[config.mk]
export PLATFORM = sky130hd
export DESIGN_NAME = ct_had_pipefifo_ctrl
export DESIGN_NICKNAME = d
export VERILOG_FILES = /design/src/rtl/ct_had_pipefifo_ctrl.sv
export SDC_FILE = /design/constraint.sdc
export NUM_CORES = 1
export LEC_CHECK = 0
export BUFFER_PORTS_ARGS = -buffer_cell sky130_fd_sc_hd__buf_2
export CORE_ASPECT_RATIO = 0.75
export CORE_MARGIN = 2
export CORE_UTILIZATION = 35
export CTS_BUF_LIST = sky130_fd_sc_hd__clkbuf_2 sky130_fd_sc_hd__clkbuf_4 sky130_fd_sc_hd__clkbuf_8
export CTS_CLUSTER_DIAMETER = 60
export CTS_CLUSTER_SIZE = 20
export DETAILED_ROUTE_END_ITERATION = 16
export GPL_TIMING_DRIVEN = 0
export PLACE_DENSITY = 0.72
export SLEW_MARGIN = 20
export SYNTH_ARGS = -nofsm -noshare
export SYNTH_HDL_FRONTEND = slang
export SYNTH_SLANG_ARGS = --single-unit
[constraint.sdc]
create_clock -name cpuclk -period 1.7 [get_ports cpuclk]
set_input_delay 0.085 -clock cpuclk [delete_from_list [all_inputs] [get_ports cpuclk]]
set_output_delay 0.085 -clock cpuclk [all_outputs]
set_load 0.005 [all_outputs]
[src/rtl/ct_had_pipefifo_ctrl.sv]
// HAD pipe-trace capture/readout sequencer: arms capture, stops on debug entry or trigger plus post window, serves host reads.
// Latency: write/stop act on the next edge; read pulses issue one cycle after the request (dbg may defer while pending).
// Backpressure: pipefifo reads win arbitration; one dbg read is held pending, further ones are dropped and flagged.
// Optional macro HAD_PIPEFIFO_CAPCNT_EN adds a saturating capture-cycle counter readable at [31:16].
module ct_had_pipefifo_ctrl #(
    parameter int DEPTH  = 16,
    parameter int POST_W = 8,
    parameter int CNT_W  = 16
) (
    input  logic        cpuclk,
    input  logic        cpurst,
    input  logic        x_sm_xx_update_dr_en,
    input  logic        ir_xx_pipectrl_reg_sel,
    input  logic [63:0] ir_xx_wdata,
    input  logic        x_pipefifo_rd_req,
    input  logic        x_dbgfifo_rd_req,
    input  logic        had_trig_hit,
    input  logic        x_dbg_ack_pc,
    output logic        ctrl_pipefifo_wen,
    output logic        ctrl_pipefifo_ren,
    output logic        ctrl_dbgfifo_ren,
    output logic [31:0] pipectrl_regs_data,
    output logic        pipectrl_frozen
);

    localparam int RD_W = $clog2(DEPTH + 1);

    typedef enum logic [1:0] {
        IDLE   = 2'd0,
        CAPT   = 2'd1,
        POST   = 2'd2,
        FROZEN = 2'd3
    } state_t;

    state_t            state;
    state_t            state_nxt;
    logic              stop_dbg_en;
    logic              stop_trig_en;
    logic [POST_W-1:0] post_cfg;
    logic [POST_W-1:0] rem;
    logic [RD_W-1:0]   rd_cnt;
    logic              rd_err;
    logic              dbg_ovf;
    logic              pending;
    logic              pipe_ren_q;
    logic              dbg_ren_q;
    logic [15:0]       cap_field;

    logic wr_hit;
    logic soft_clr;
    logic arm;
    logic at_rest;
    logic arm_go;
    logic stop;
    logic pipe_acc;
    logic dbg_issue;
    logic drained;
    logic unused_wdata;

    assign wr_hit   = x_sm_xx_update_dr_en & ir_xx_pipectrl_reg_sel;
    assign soft_clr = wr_hit & ir_xx_wdata[31];
    // soft_clr takes priority over arm in the same write
    assign arm      = wr_hit & ir_xx_wdata[0] & ~ir_xx_wdata[31];
    assign at_rest  = (state == IDLE) || (state == FROZEN);
    assign arm_go   = arm & at_rest;
    assign stop     = (stop_dbg_en & x_dbg_ack_pc) | (stop_trig_en & had_trig_hit);

    // Pipe reads are only legal while the FIFO is not being written
    assign pipe_acc  = x_pipefifo_rd_req & at_rest;
    // A dbg read goes out unless a pipe read owns the next cycle; a soft clear drops a held one
    assign dbg_issue = ~pipe_acc & ((pending & ~soft_clr) | x_dbgfifo_rd_req);
    assign drained   = (rd_cnt == RD_W'(DEPTH));

    assign unused_wdata = ^{ir_xx_wdata[63:32], ir_xx_wdata[30:12], ir_xx_wdata[3]};

    // State register
    always_ff @(posedge cpuclk) begin
        if (cpurst) begin
            state <= IDLE;
        end else begin
            state <= state_nxt;
        end
    end

    // Next-state logic
    always_comb begin
        state_nxt = state;
        if (soft_clr) begin
            state_nxt = IDLE;
        end else begin
            case (state)
                IDLE, FROZEN: begin
                    if (arm) state_nxt = CAPT;
                end
                CAPT: begin
                    if (stop) state_nxt = (post_cfg == '0) ? FROZEN : POST;
                end
                POST: begin
                    if (rem == POST_W'(1)) state_nxt = FROZEN;
                end
                default: state_nxt = IDLE;
            endcase
        end
    end

    // Configuration fields are refreshed by every PIPECTRL write
    always_ff @(posedge cpuclk) begin
        if (cpurst) begin
            stop_dbg_en  <= 1'b0;
            stop_trig_en <= 1'b0;
            post_cfg     <= '0;
        end else if (wr_hit) begin
            stop_dbg_en  <= ir_xx_wdata[1];
            stop_trig_en <= ir_xx_wdata[2];
            post_cfg     <= ir_xx_wdata[4 +: POST_W];
        end
    end

    // Post-trigger window: loaded on the stop cycle, counted down while in POST
    always_ff @(posedge cpuclk) begin
        if (cpurst || soft_clr) begin
            rem <= '0;
        end else if (state == CAPT && stop) begin
            rem <= post_cfg;
        end else if (state == POST) begin
            rem <= rem - POST_W'(1);
        end
    end

    // Read arbitration, pending dbg slot and sticky error flags
    always_ff @(posedge cpuclk) begin
        if (cpurst) begin
            pipe_ren_q <= 1'b0;
            dbg_ren_q  <= 1'b0;
            pending    <= 1'b0;
            rd_err     <= 1'b0;
            dbg_ovf    <= 1'b0;
        end else begin
            pipe_ren_q <= pipe_acc;
            dbg_ren_q  <= dbg_issue;
            pending    <= ~soft_clr & pipe_acc & (pending | x_dbgfifo_rd_req);
            rd_err     <= ~soft_clr & (rd_err | (x_pipefifo_rd_req & ~at_rest));
            dbg_ovf    <= ~soft_clr & (dbg_ovf | (x_dbgfifo_rd_req & pending));
        end
    end

    // Count issued pipe reads, saturating at the FIFO depth
    always_ff @(posedge cpuclk) begin
        if (cpurst || soft_clr || arm_go) begin
            rd_cnt <= '0;
        end else if (pipe_ren_q && !drained) begin
            rd_cnt <= rd_cnt + RD_W'(1);
        end
    end

`ifdef HAD_PIPEFIFO_CAPCNT_EN
    logic [CNT_W-1:0] capcnt;

    // Count capture-enable cycles, saturating at all-ones
    always_ff @(posedge cpuclk) begin
        if (cpurst || soft_clr || arm_go) begin
            capcnt <= '0;
        end else if (ctrl_pipefifo_wen && capcnt != {CNT_W{1'b1}}) begin
            capcnt <= capcnt + CNT_W'(1);
        end
    end

    assign cap_field = 16'(capcnt);
`else
    assign cap_field = 16'd0;
`endif

    // Outputs decoded from registered state only
    always_comb begin
        ctrl_pipefifo_wen  = (state == CAPT) || (state == POST);
        pipectrl_frozen    = (state == FROZEN);
        ctrl_pipefifo_ren  = pipe_ren_q;
        ctrl_dbgfifo_ren   = dbg_ren_q;
        pipectrl_regs_data = {cap_field, 8'(rem), 2'b00, pending, drained,
                              dbg_ovf, rd_err, state};
    end

endmodule
==> impl_results.html <==
<table>
<tr><th>Metric</th><th>Value</th></tr>
<tr><th colspan="2">Routing</th></tr>
<tr><td>Via-per-instance ratio</td><td>4.44</td></tr>
<tr><td>Routed vias</td><td>1,367</td></tr>
<tr><td>Remaining number of nets flagged by the antenna check after routing</td><td>0</td></tr>
<tr><td>Wirelength per Cell</td><td>11.1 microns</td></tr>
<tr><td>DRC violation count after routing</td><td>0</td></tr>
<tr><td>Iteration-0 DRC count of the detailed router</td><td>43</td></tr>
<tr><td>Detailed-routing iteration count for the pre-antenna-repair pass</td><td>4</td></tr>
<tr><td>DRT Wirelength</td><td>3.43 mm</td></tr>
<tr><th colspan="2">Final layout</th></tr>
<tr><td>Layout cells sized above 1</td><td>0.356</td></tr>
<tr><td>Multi-input gate area</td><td>830 sq um</td></tr>
<tr><td>Utilization after layout</td><td>0.496</td></tr>
<tr><td>Filler Cell Count</td><td>442</td></tr>
<tr><td>Non-filler cells in the finished layout</td><td>308</td></tr>
<tr><td>NumNets Final</td><td>332</td></tr>
<tr><td>Synth-to-layout area growth</td><td>32.3%</td></tr>
<tr><td>Most frequent standard cell in the layout excluding fill and tap cells</td><td>sky130_fd_sc_hd__buf_2</td></tr>
<tr><td>Most used cells in the layout excluding fill and tap cells</td><td>sky130_fd_sc_hd__buf_2, sky130_fd_sc_hd__buf_4, sky130_fd_sc_hd__nand2_1, sky130_fd_sc_hd__dfxtp_1, sky130_fd_sc_hd__nor2_1</td></tr>
<tr><td>Number of antenna diodes</td><td>0</td></tr>
<tr><td>Post-route cell area</td><td>0.00206 sq mm</td></tr>
<tr><td>Flip-flop and latch area</td><td>609 sq um</td></tr>
<tr><th colspan="2">Synthesis</th></tr>
<tr><td>Cell accounting for the most synthesized area</td><td>sky130_fd_sc_hd__dfxtp_1</td></tr>
<tr><td>Warning count from the yosys run</td><td>0</td></tr>
<tr><td>Cell Area, Synth</td><td>0.00156 sq mm</td></tr>
<tr><td>Netlist cell types</td><td>32</td></tr>
<tr><td>Mapped Cells</td><td>186</td></tr>
<tr><td>Synthesis-stage register bit count</td><td>30</td></tr>
<tr><td>Mapped Avg Cell Area</td><td>8.38 sq um</td></tr>
<tr><td>Share of Yosys cell area claimed by the top area cell type</td><td>0.385</td></tr>
<tr><td>Post-synthesis sequential area ratio</td><td>0.385</td></tr>
<tr><td>Cells taking the most area after synthesis</td><td>sky130_fd_sc_hd__dfxtp_1, sky130_fd_sc_hd__buf_4, sky130_fd_sc_hd__nand2_1</td></tr>
<tr><th colspan="2">GRT</th></tr>
<tr><td>Remaining Overflow, GRT</td><td>0</td></tr>
<tr><td>Total global-route track usage</td><td>0.141</td></tr>
<tr><td>Initial antenna violation count</td><td>0</td></tr>
<tr><td>Via count of the first global-routing pass</td><td>1,124</td></tr>
<tr><td>Pin count of the biggest net entering global routing</td><td>11</td></tr>
<tr><td>First-pass GRT wire length</td><td>5.13 mm</td></tr>
<tr><th colspan="2">STA</th></tr>
<tr><td>Layout Skew</td><td>3.94 ps</td></tr>
<tr><td>Slew at the pin closest to its max-slew limit</td><td>536 ps</td></tr>
<tr><td>Final hold violations</td><td>0</td></tr>
<tr><td>Worst-case setup margin in the final layout</td><td>-2.13 ps</td></tr>
<tr><td>Tcrit/Tclk final</td><td>1.00</td></tr>
<tr><td>Highest achievable clock rate</td><td>0.587 GHz</td></tr>
<tr><td>Crit path time final</td><td>1700 ps</td></tr>
<tr><td>Worst hold margin</td><td>13.9 ps</td></tr>
<tr><td>Number of pins with negative max-slew slack in the final report</td><td>0</td></tr>
<tr><td>Unrepaired setup endpoints after global routing</td><td>true</td></tr>
<tr><td>Relative max-transition margin</td><td>0.643</td></tr>
<tr><td>Post-Route Setup TNS</td><td>-2.13 ps</td></tr>
<tr><td>Final Setup Violations</td><td>1</td></tr>
<tr><th colspan="2">Worst setup path</th></tr>
<tr><td>Critical path required time</td><td>1910 ps</td></tr>
<tr><td>Crit path capture type</td><td>register</td></tr>
<tr><td>Highest net fanout along the worst path</td><td>4</td></tr>
<tr><td>Data arrival time of the critical path</td><td>1910 ps</td></tr>
<tr><td>Setup crit start kind</td><td>register</td></tr>
<tr><td>Type of the setup path with the least slack</td><td>register to register</td></tr>
<tr><th colspan="2">Floorplanning</th></tr>
<tr><td>Std-Cell Core Area</td><td>0.00415 sq mm</td></tr>
<tr><td>Effective utilization at floorplan</td><td>0.375</td></tr>
<tr><td>Number of top-level pins</td><td>108</td></tr>
<tr><td>Die Y-Extent</td><td>61.8 microns</td></tr>
<tr><td>Die width</td><td>81.1 microns</td></tr>
<tr><td>Std cell rows</td><td>20</td></tr>
<tr><td>Die Area</td><td>0.00501 sq mm</td></tr>
<tr><th colspan="2">Place</th></tr>
<tr><td>Placement-stage worst setup slack</td><td>-89.3 ps</td></tr>
<tr><td>Placed wire-length estimate</td><td>2.54 mm</td></tr>
<tr><td>Port Buffer Count</td><td>37</td></tr>
<tr><td>Final RePlAce weighted congestion</td><td>0.829</td></tr>
<tr><td>Placed Instance Area</td><td>0.00188 sq mm</td></tr>
<tr><td>Count of placed standard cells including taps</td><td>295</td></tr>
<tr><th colspan="2">Clock tree</th></tr>
<tr><td>Root Buffer</td><td>sky130_fd_sc_hd__clkbuf_8</td></tr>
<tr><td>Clock Tree Buf Depth</td><td>2</td></tr>
<tr><td>Number of clock sinks seen by CTS</td><td>30</td></tr>
<tr><td>CTS Buf Count</td><td>5</td></tr>
<tr><td>Hold-fix buffers at CTS</td><td>0</td></tr>
<tr><td>Clock-pin slew reported for the worst setup and hold paths after clock tree synthesis</td><td>60 ps</td></tr>
<tr><td>CTS H-Tree Depth</td><td>2</td></tr>
<tr><td>Source-to-sink clock delay at the later pin of the worst-skew pair</td><td>280 ps</td></tr>
<tr><td>CTS tree</td><td>done</td></tr>
<tr><th colspan="2">Flow run</th></tr>
<tr><td>Maximum Capacitance Violations</td><td>0</td></tr>
<tr><th colspan="2">Power and ir drop</th></tr>
<tr><td>Highest ir drop seen on vdd</td><td>0.000566 V</td></tr>
<tr><td>Static power due to leakage</td><td>0.973 nW</td></tr>
<tr><td>Total power divided by cell area</td><td>1150 mW/mm^2</td></tr>
<tr><td>Power Total</td><td>2.37 mW</td></tr>
<tr><th colspan="2">Outcome</th></tr>
<tr><td>Outcome</td><td>complete, but fails checks</td></tr>
<tr><td>Violations in the final reports</td><td>negative setup slack</td></tr>
<tr><th colspan="2">Worst hold path</th></tr>
<tr><td>Hold Path Class</td><td>input pin to register</td></tr>
</table>
-- worst paths after layout --
| path | slack, ps | depth (start not counted) | start | to |
|---|---|---|---|---|
| max | -2 | 5 | rem[4]$_SDFFE_PP0P_ | state[1]$_SDFFE_PP0P_ |
| max reg2reg | -2 | 5 | rem[4]$_SDFFE_PP0P_ | state[1]$_SDFFE_PP0P_ |
| min reg2reg | 460 | 2 | stop_dbg_en$_SDFFE_PP0N_ | stop_dbg_en$_SDFFE_PP0N_ |
| min | 10 | 2 | x_pipefifo_rd_req | ctrl_dbgfifo_ren$_SDFF_PP0_ |
-- power by group --
part | switching (mW) | total [mW] | internal, mW | leakage (nW)
combinational | 0.385 | 0.828 | 0.443 | 0.681
clock | 0.247 | 0.560 | 0.313 | 0.0452
sequential | 0.154 | 0.984 | 0.831 | 0.247
-- sequential cells by signal (all words and copies together), names as in the netlist --
register	flops
post_cfg	8
ctrl_pipefifo_ren	1
stop_trig_en	1
dbg_ovf	1
ctrl_dbgfifo_ren	1
rd_err	1
state	2
rem	8
rd_cnt	5
pending	1
stop_dbg_en	1
-- cells in the mapped netlist, drive strengths merged --
library cell,count
dfxtp,30
nand2,27
buf,25
a21oi,19
nor2,19
inv,10
a211oi,8
ha,7
xnor2,7
clkbuf,4
nor3,4
xor2,4
a22oi,2
nand2b,2
nand3,2
nand4,2
nand4b,2
nor4,2
a21o,1
a311oi,1
and2,1
conb,1
mux2i,1
nand4bb,1
o21bai,1
o41ai,1
or3b,1
or4,1
-- final cells by class --
type                            count  area share
Sequential cell                    30       0.296
Buffer                             29      0.0983
Tap cell                           55      0.0334
Multi-Input combinational cell    134       0.402
Timing Repair Buffer               43       0.112
Clock buffer                        7      0.0407
Inverter                           10      0.0182
-- routing by layer --
| layer | track usage | up-vias | share of wire | routed length [microns] |
|---|---|---|---|---|
| met5 | 0 | - | 0 | 0 |
| met1 | 0.186 | 616 | 0.47 | 1630 |
| li1 | - | 711 | - | - |
| met2 | 0.205 | 35 | 0.44 | 1510 |
| met4 | 0.0799 | 0 | 0.021 | 72 |
| met3 | 0.0448 | 5 | 0.063 | 215 |
-- timing repair --
| item | 4_1_cts | 5_1_grt |
|---|---|---|
| pin swaps | 0 | 7 |
| buffers inserted | 0 | 6 |
| resized for setup | 4 | 12 |
| endpoints found under the setup margin | 2 | 6 |
-- critical path, stage by stage, from the launching register on --
cell and delay, ps:
sky130_fd_sc_hd__dfxtp_4 360, sky130_fd_sc_hd__or4_4 550, sky130_fd_sc_hd__o41ai_4 390, sky130_fd_sc_hd__buf_4 180
sky130_fd_sc_hd__nand2_2 40, sky130_fd_sc_hd__a21oi_2 100
-- kinds of logic (layout without fill, tap and decap cells) --
| logic type | after synthesis | in the layout | share of synthesized area |
|---|---|---|---|
| AND/OR/NAND/NOR | 64 | 64 | 0.189 |
| adder cells (fa/ha/maj) | 7 | 7 | 0.0562 |
| flip-flops | 30 | 30 | 0.385 |
| multiplexers | 1 | 1 | 0.00642 |
| XOR/XNOR | 11 | 11 | 0.0618 |
| buffers and inverters | 39 | 89 | 0.150 |
| AO/OA/AOI/OAI | 33 | 33 | 0.148 |
| other | 1 | 18 | 0.00241 |
Note: power is estimated with default switching activity, not from simulation.
